File: config.mk
export PLATFORM = sky130hd
export DESIGN_NAME = acc_seq_ctrl
export DESIGN_NICKNAME = d
export VERILOG_FILES = /design/src/rtl/acc_seq_ctrl.sv
export SDC_FILE = /design/constraint.sdc
export NUM_CORES = 1
export LEC_CHECK = 0
export ABC_AREA = 1
export CAP_MARGIN = 20
export CORE_ASPECT_RATIO = 0.7
export CORE_MARGIN = 1.5
export CORE_UTILIZATION = 43
export CTS_BUF_LIST = sky130_fd_sc_hd__clkbuf_8
export DETAILED_ROUTE_END_ITERATION = 10
export HOLD_SLACK_MARGIN = 0.15
export PLACE_DENSITY_LB_ADDON = 0.12
export RECOVER_POWER = 100
export SLEW_MARGIN = 25
export SYNTH_ARGS = -nofsm -noshare
export SYNTH_HDL_FRONTEND = slang
export SYNTH_SLANG_ARGS = --single-unit
File: constraint.sdc
create_clock -name clk -period 1.3 [get_ports clk]
set_clock_uncertainty 0.05 [all_clocks]
set_input_delay 0.13 -clock clk [delete_from_list [all_inputs] [get_ports clk]]
set_output_delay 0.13 -clock clk [all_outputs]
set_load 0.05 [all_outputs]
File: src/rtl/acc_seq_ctrl.sv
// Sequencing controller for a 6-bit accumulator around an external adder.
// Runs CLR/LOAD/ADD-repeat/SUB-repeat commands and tracks wrap/borrow.
module acc_seq_ctrl (
    input  logic       clk,
    input  logic       rst_n,
    input  logic       cmd_valid,
    output logic       cmd_ready,
    input  logic [1:0] cmd_op,
    input  logic [5:0] cmd_data,
    input  logic [2:0] cmd_cnt,
    output logic [5:0] alu_a,
    output logic [5:0] alu_b,
    input  logic [5:0] alu_y,
    output logic [5:0] acc,
    output logic       wrap,
    output logic       done,
    output logic       busy
);

    typedef enum logic [1:0] {
        ST_IDLE = 2'd0,
        ST_EXEC = 2'd1,
        ST_DONE = 2'd2
    } state_t;

    localparam logic [1:0] OP_CLR  = 2'b00;
    localparam logic [1:0] OP_LOAD = 2'b01;
    localparam logic [1:0] OP_ADD  = 2'b10;
    localparam logic [1:0] OP_SUB  = 2'b11;

    state_t     state_r;
    logic [1:0] op_r;
    logic [5:0] opnd_r;
    logic [2:0] rem_r;
    logic [5:0] acc_r;
    logic       wrap_r;
    logic       done_r;
    logic       busy_r;
    logic       ready_r;
    logic [5:0] opnd_nxt_s;
    logic       wrap_hit_s;

    // Two's complement so the adder (no carry-in) can perform subtraction.
    function automatic logic [5:0] negate6(input logic [5:0] v);
        return (~v) + 6'd1;
    endfunction

    // Operand register value chosen at accept time.
    always_comb begin
        opnd_nxt_s = 6'd0;
        case (cmd_op)
            OP_ADD:  opnd_nxt_s = cmd_data;
            OP_SUB:  opnd_nxt_s = negate6(cmd_data);
            default: opnd_nxt_s = 6'd0;
        endcase
    end

    // Wrap/borrow detection on the adder result of the current iteration.
    always_comb begin
        wrap_hit_s = 1'b0;
        if (op_r == OP_SUB) begin
            wrap_hit_s = (alu_y > acc_r);
        end else begin
            wrap_hit_s = (alu_y < acc_r);
        end
    end

    // Command FSM with registered status outputs.
    always_ff @(posedge clk) begin
        if (!rst_n) begin
            state_r <= ST_IDLE;
            op_r    <= OP_CLR;
            opnd_r  <= 6'd0;
            rem_r   <= 3'd0;
            acc_r   <= 6'd0;
            wrap_r  <= 1'b0;
            done_r  <= 1'b0;
            busy_r  <= 1'b0;
            ready_r <= 1'b1;
        end else begin
            case (state_r)
                ST_IDLE: begin
                    if (cmd_valid) begin
                        wrap_r  <= 1'b0;
                        op_r    <= cmd_op;
                        rem_r   <= cmd_cnt;
                        opnd_r  <= opnd_nxt_s;
                        busy_r  <= 1'b1;
                        ready_r <= 1'b0;
                        case (cmd_op)
                            OP_CLR: begin
                                acc_r   <= 6'd0;
                                state_r <= ST_DONE;
                                done_r  <= 1'b1;
                            end
                            OP_LOAD: begin
                                acc_r   <= cmd_data;
                                state_r <= ST_DONE;
                                done_r  <= 1'b1;
                            end
                            default: begin
                                if (cmd_cnt == 3'd0) begin
                                    state_r <= ST_DONE;
                                    done_r  <= 1'b1;
                                end else begin
                                    state_r <= ST_EXEC;
                                    done_r  <= 1'b0;
                                end
                            end
                        endcase
                    end else begin
                        state_r <= ST_IDLE;
                        done_r  <= 1'b0;
                        busy_r  <= 1'b0;
                        ready_r <= 1'b1;
                    end
                end
                ST_EXEC: begin
                    acc_r  <= alu_y;
                    rem_r  <= rem_r - 3'd1;
                    wrap_r <= wrap_r | wrap_hit_s;
                    busy_r  <= 1'b1;
                    ready_r <= 1'b0;
                    // Last iteration: the write above completes the command.
                    if (rem_r <= 3'd1) begin
                        state_r <= ST_DONE;
                        done_r  <= 1'b1;
                    end else begin
                        state_r <= ST_EXEC;
                        done_r  <= 1'b0;
                    end
                end
                ST_DONE: begin
                    state_r <= ST_IDLE;
                    done_r  <= 1'b0;
                    busy_r  <= 1'b0;
                    ready_r <= 1'b1;
                end
                default: begin
                    state_r <= ST_IDLE;
                    done_r  <= 1'b0;
                    busy_r  <= 1'b0;
                    ready_r <= 1'b1;
                end
            endcase
        end
    end

    assign acc       = acc_r;
    assign alu_a     = acc_r;
    assign alu_b     = opnd_r;
    assign wrap      = wrap_r;
    assign done      = done_r;
    assign busy      = busy_r;
    assign cmd_ready = ready_r;

endmodule

== Yosys cells after proc, flatten, opt, wreduce, memory -nomap -nowiden ==
Index checks and enable logic that the tools add are counted.

* $add $sub $neg: 2
* Reductions and logical operators: 8
* Muxes and demuxes: 23
* Equality and inequality tests: 7
* Bitwise operators: 2
* Magnitude comparators: 3

{| class="wikitable"
|+ Operator list
! operator !! count
|-
| $pmux W6 S2 || 3
|-
| $mux W1 || 8
|-
| $mux W2 || 4
|-
| $pmux W1 S2 || 4
|-
| $add A6 B1 Y6 const B || 1
|-
| $eq A2 B2 Y1 const B || 3
|-
| $gt A6 B6 Y1 || 1
|-
| $lt A6 B6 Y1 || 1
|-
| $mux W6 || 1
|-
| $not A6 Y6 || 1
|-
| $pmux W3 S2 || 1
|-
| $eq A2 B1 Y1 const B || 2
|-
| $logic_not A2 Y1 || 2
|-
| $pmux W2 S2 || 1
|-
| $reduce_and A2 Y1 || 2
|-
| $le A3 B1 Y1 const B || 1
|-
| $logic_not A3 Y1 || 1
|-
| $mux W3 || 1
|-
| $ne A3 B1 Y1 const B || 1
|-
| $reduce_and A3 Y1 || 1
|-
| $sub A3 B1 Y3 const B || 1
|-
| $ne A2 B2 Y1 const B || 1
|-
| $reduce_bool A2 Y1 || 1
|-
| $reduce_or A2 Y1 || 1
|-
| $or A1 B1 Y1 || 1
|}

* Logic and storage cells: 54
* Input port bits: 20
* Output and inout port bits: 22
* Flip-flop bits (word level): 23

== Longest topological paths before layout ==
* Depth after elaboration: 5
* Mapped depth: 11
* Depth with buffers taken out: 11

== Least setup slack after synthesis ==
No wires, ideal clock.

* Kind: flip-flop to flip-flop
* Start: register acc_r[5], in the netlist acc[5]
* End: register wrap_r, in the netlist wrap
* Data arrival time: 1.573 ns
* Setup time: 0.073 ns
* Path buffers: 0
* Clock period less this slack: 1.696 ns
* Setup slack: -0.396 ns
* Cell stages (with the launch flop): 11
* Required time: 1.177 ns
* Path through: dfxtp_1 > inv_1 > ha_1 > nand2_1 > nor2_1 > nand2_1 > nand3_1 > nand2_1 > nand3_1 > nand2_1 > a21oi_1

* Word-level cells in the longest chain between the ends: 4
* Elaborated cells between the ends (all ways): 5
* Classes of those cells: order compare (2); mux (2); bitwise (1)

{| class="wikitable"
|+ RTL lines
! item !! line !! RTL
|-
| start, declared || 35 || <nowiki>logic [5:0] acc_r;</nowiki>
|-
| start signal, assigned || 97 || <nowiki>acc_r <= cmd_data;</nowiki>
|-
| start signal, assigned || 119 || <nowiki>acc_r <= alu_y;</nowiki>
|-
| $lt A6 B6 Y1 / $gt A6 B6 Y1 (equally long branches) || 64, 62 ||
|-
| $mux W1 (*) || 61 || <nowiki>if (op_r == OP_SUB) begin</nowiki>
|-
| $or A1 B1 Y1 (*) || 121 || <nowiki>wrap_r <= wrap_r | wrap_hit_s;</nowiki>
|-
| $pmux W1 S2 (*) || 81 || <nowiki>case (state_r)</nowiki>
|-
| end signal, assigned || 121 ||
|-
| end, declared || 36 || <nowiki>logic wrap_r;</nowiki>
|}

Every way passes the cells marked *; elsewhere a longest branch is shown, timed or not.
A chain may end at the register's enable or synchronous reset.

== Worst setup path in the final report ==
* Start: input alu_y[3]
* End: register wrap_r, in the netlist wrap

* Word-level cells in the longest chain between the ends: 4
* Elaborated cells between the ends (all ways): 5
* Classes of those cells: order compare (2); mux (2); bitwise (1)

{| class="wikitable"
|+ RTL lines
! item !! line !! RTL
|-
| start, declared || 13 || <nowiki>input logic [5:0] alu_y,</nowiki>
|-
| $lt A6 B6 Y1 / $gt A6 B6 Y1 (equally long branches) || 64, 62 ||
|-
| $mux W1 (*) || 61 ||
|-
| $or A1 B1 Y1 (*) || 121 ||
|-
| $pmux W1 S2 (*) || 81 ||
|}

Marked as above.

==> out/results.ini <==
[clock_network]
htree_levels = 1
clkSinkCount = 23
clkTransAtPathRegs_ps = 80
cts_tree = yes
ctsRootBufferMaster = clkbuf_8
clockBufferDepth = 2
insertion_delay_ps = 270
cts-buffers-inserted = 3

[floorplanning]
coreArea_mm2 = 0.00288
die_area_mm2 = 0.00349
rows = 16
start_util_pct = 46.8
io_pins = 42
die-height_um = 49.9
die_w_um = 70.0

[placement]
port_buffers = 41
post-place-ws_ps = -325
placed_cells = 282
hpwl_um = 3000
placed_cell_area_mm2 = 0.00216
gp_congestion = 0.895

[routing]
drt_wl_total_um = 4610
num_vias = 1533
vias_per_cell = 5.29
drtPass1Iterations = 4
drt_iter0_drc = 60
drc = 0
wl_per_cell_um = 15.9
drtAntennaViolNets = 0

[power]
vdd_drop_max_mv = 0.560
power.leakage_nw = 0.991
p_per_area_mw_per_mm2 = 856

[sta]
period_needed_ps = 1440
setup_viol = 4
slew_violations = 0
rsz0062_at_grt = true
fin_crit_sh_pct = 111
fin_ws_ps = -141
fmax_mhz = 694
worst_slew_pin_slew_ps = 394
max_slew_margin_pct = 73.5
final-hold-violation-count = 0

[layout]
final_area_mm2 = 0.00231
drive_gt1_share_pct = 42.9
num-fill-cells = 164
fin_cells = 290
num_antenna_cells = 0
finalNetCount = 284
synthToLayoutAreaGrowth_pct = 70.8

[yosys]
ys.flop_type = dfxtp_1
yosys-top-cells-area = dfxtp_1, a21oi_1, nand2_1
netlist_area_mm2 = 0.00135
syn_inst = 194
netlist.area_leader.share_pct = 34.1
yosysMostFrequentCell = nand2_1
synth_edf_count = 0
synth_fp_nets = 223
synth_seq_cells = 23
avgSynthCellArea_um2 = 6.96
seq_area_frac_synth_pct = 34.1
yosys-top-cells-count = nand2_1, a21oi_1, inv_1
synth_cell_types = 24
async_flop_share_pct = 0
synth_top_area_cell = dfxtp_1
ys_warn_count = 0

[global_routing]
grt_overflow = 0
grt_start_max_net_pins = 13
grt_pass1_wl_um = 6650
grt_usage_pct = 23.7
antenna_found_initial = 0
grt_pass1_vias = 1453

[worst_setup_path]
crit_top_cell = nand2_1
crit_slowest_cell = clkdlybuf4s50_1
start_kind = input pin
critPathTopFamily = simple AND/OR/NAND/NOR gates
worstPathRequired_ps = 1460
cp.arrival_ps = 1600
crit_chain = clkdlybuf4s50_1 -> ha_4 -> nand2_2 -> nor2_2 -> nand2_1 -> nand3_1 -> nand2_1 -> nand3_1 -> nand2_1 -> a21oi_1
endpoint_kind = register
worst-path-buf-inv = 1
critPathMaxStageDelay_ps = 500
crit_type = input pin to register
critPathMaxFanout = 2

[min_path]
hp-class = input pin to register

[outcome]
violations = negative setup slack
status = finished, violations left

[run]
maxCapViolCount = 0

metrics by stage:
stage                     util (%)  hold slack (ps)  setup TNS [ps]  power (W)
after floorplan                  -              216            -100    0.00116
after global routing          80.0              295            -601    0.00207
after CTS                     78.1              399           -74.0    0.00194
final                         80.0              217            -253    0.00197
after global placement        75.0              397           -1910    0.00146
after detailed placement      75.0              415           -2450    0.00148
layout make-up:
| class | count | area, um2 | share of cell area, % |
|---|---|---|---|
| clock buffer | 3 | 41.3 | 1.79 |
| tap | 36 | 45.0 | 1.95 |
| timing repair buffer | 68 | 727 | 31.5 |
| clock inverter | 1 | 3.75 | 0.163 |
| sequential | 23 | 484 | 21.0 |
| multi-input combinational | 128 | 886 | 38.4 |
| inverter | 31 | 119 | 5.15 |
placed cells by master (no fill, tap or decap), drive strengths merged, types with 2 or more instances in the layout:
| master | instances |
|---|---|
| ha | 9 |
| o21ai | 10 |
| buf | 40 |
| inv | 31 |
| dlymetal6s2s | 2 |
| nor2 | 23 |
| nand3 | 7 |
| nand2 | 36 |
| dfxtp | 23 |
| nor3 | 6 |
| clkdlybuf4s50 | 17 |
| xor2 | 2 |
| a21oi | 31 |
| clkbuf | 12 |
sequential cells by signal (all words and copies together) (netlist names):
name	cells
acc	6
alu_b	6
rem_r	3
op_r	2
state_r	2
busy	1
cmd_ready	1
done	1
wrap	1
final timing paths:
kind	from	endpoint	slack, ps	depth (start not counted)
hold reg to reg	alu_b[3]$_SDFFE_PN0P_	alu_b[3]$_SDFFE_PN0P_	420	2
setup / recovery	alu_y[3]	wrap$_SDFFE_PN0P_	-140	10
setup reg to reg	acc[5]$_SDFFE_PN0P_	wrap$_SDFFE_PN0P_	-120	8
hold / removal	cmd_data[1]	alu_b[1]$_SDFFE_PN0P_	220	3
cells by family after synthesis:
| group | share of synthesized area (%) |
|---|---|
| xor gates and xnor gates | 1.30 |
| buffers and inverters | 15.5 |
| AOI/OAI and AO/OA | 17.6 |
| DFF | 34.1 |
| and+or+nand+nor | 23.2 |
| adders and majority gates | 8.34 |
worst reg2reg max path, delay by kind of cell (launching register included):
| family | cells | cell delay, ps |
|---|---|---|
| AOI/OAI and AO/OA | 2 | 260 |
| adders and majority gates | 1 | 240 |
| and+or+nand+nor | 4 | 380 |
| DFF | 1 | 350 |
| buffers and inverters | 1 | 40 |
routing by layer:
metal  global-route usage, %  wire (um)
met2                    42.5       2320
met5                       0          0
met4                    4.81        137
met3                    5.11        337
met1                    29.5       1810
where the power goes:
group          total, W  switching, W  internal (W)
registers      0.000777     0.0000312      0.000746
logic          0.000748      0.000440      0.000308
clock network  0.000449      0.000238      0.000211
total           0.00197      0.000709       0.00127
timing repair:
action,4_1_cts,5_1_grt
resized for setup,5,47
cloned,0,1
buffers inserted,3,0
pin swaps,6,14
hold buffers,0,0
endpoints found under the setup margin,7,15
(Power assumes the default switching activity.)
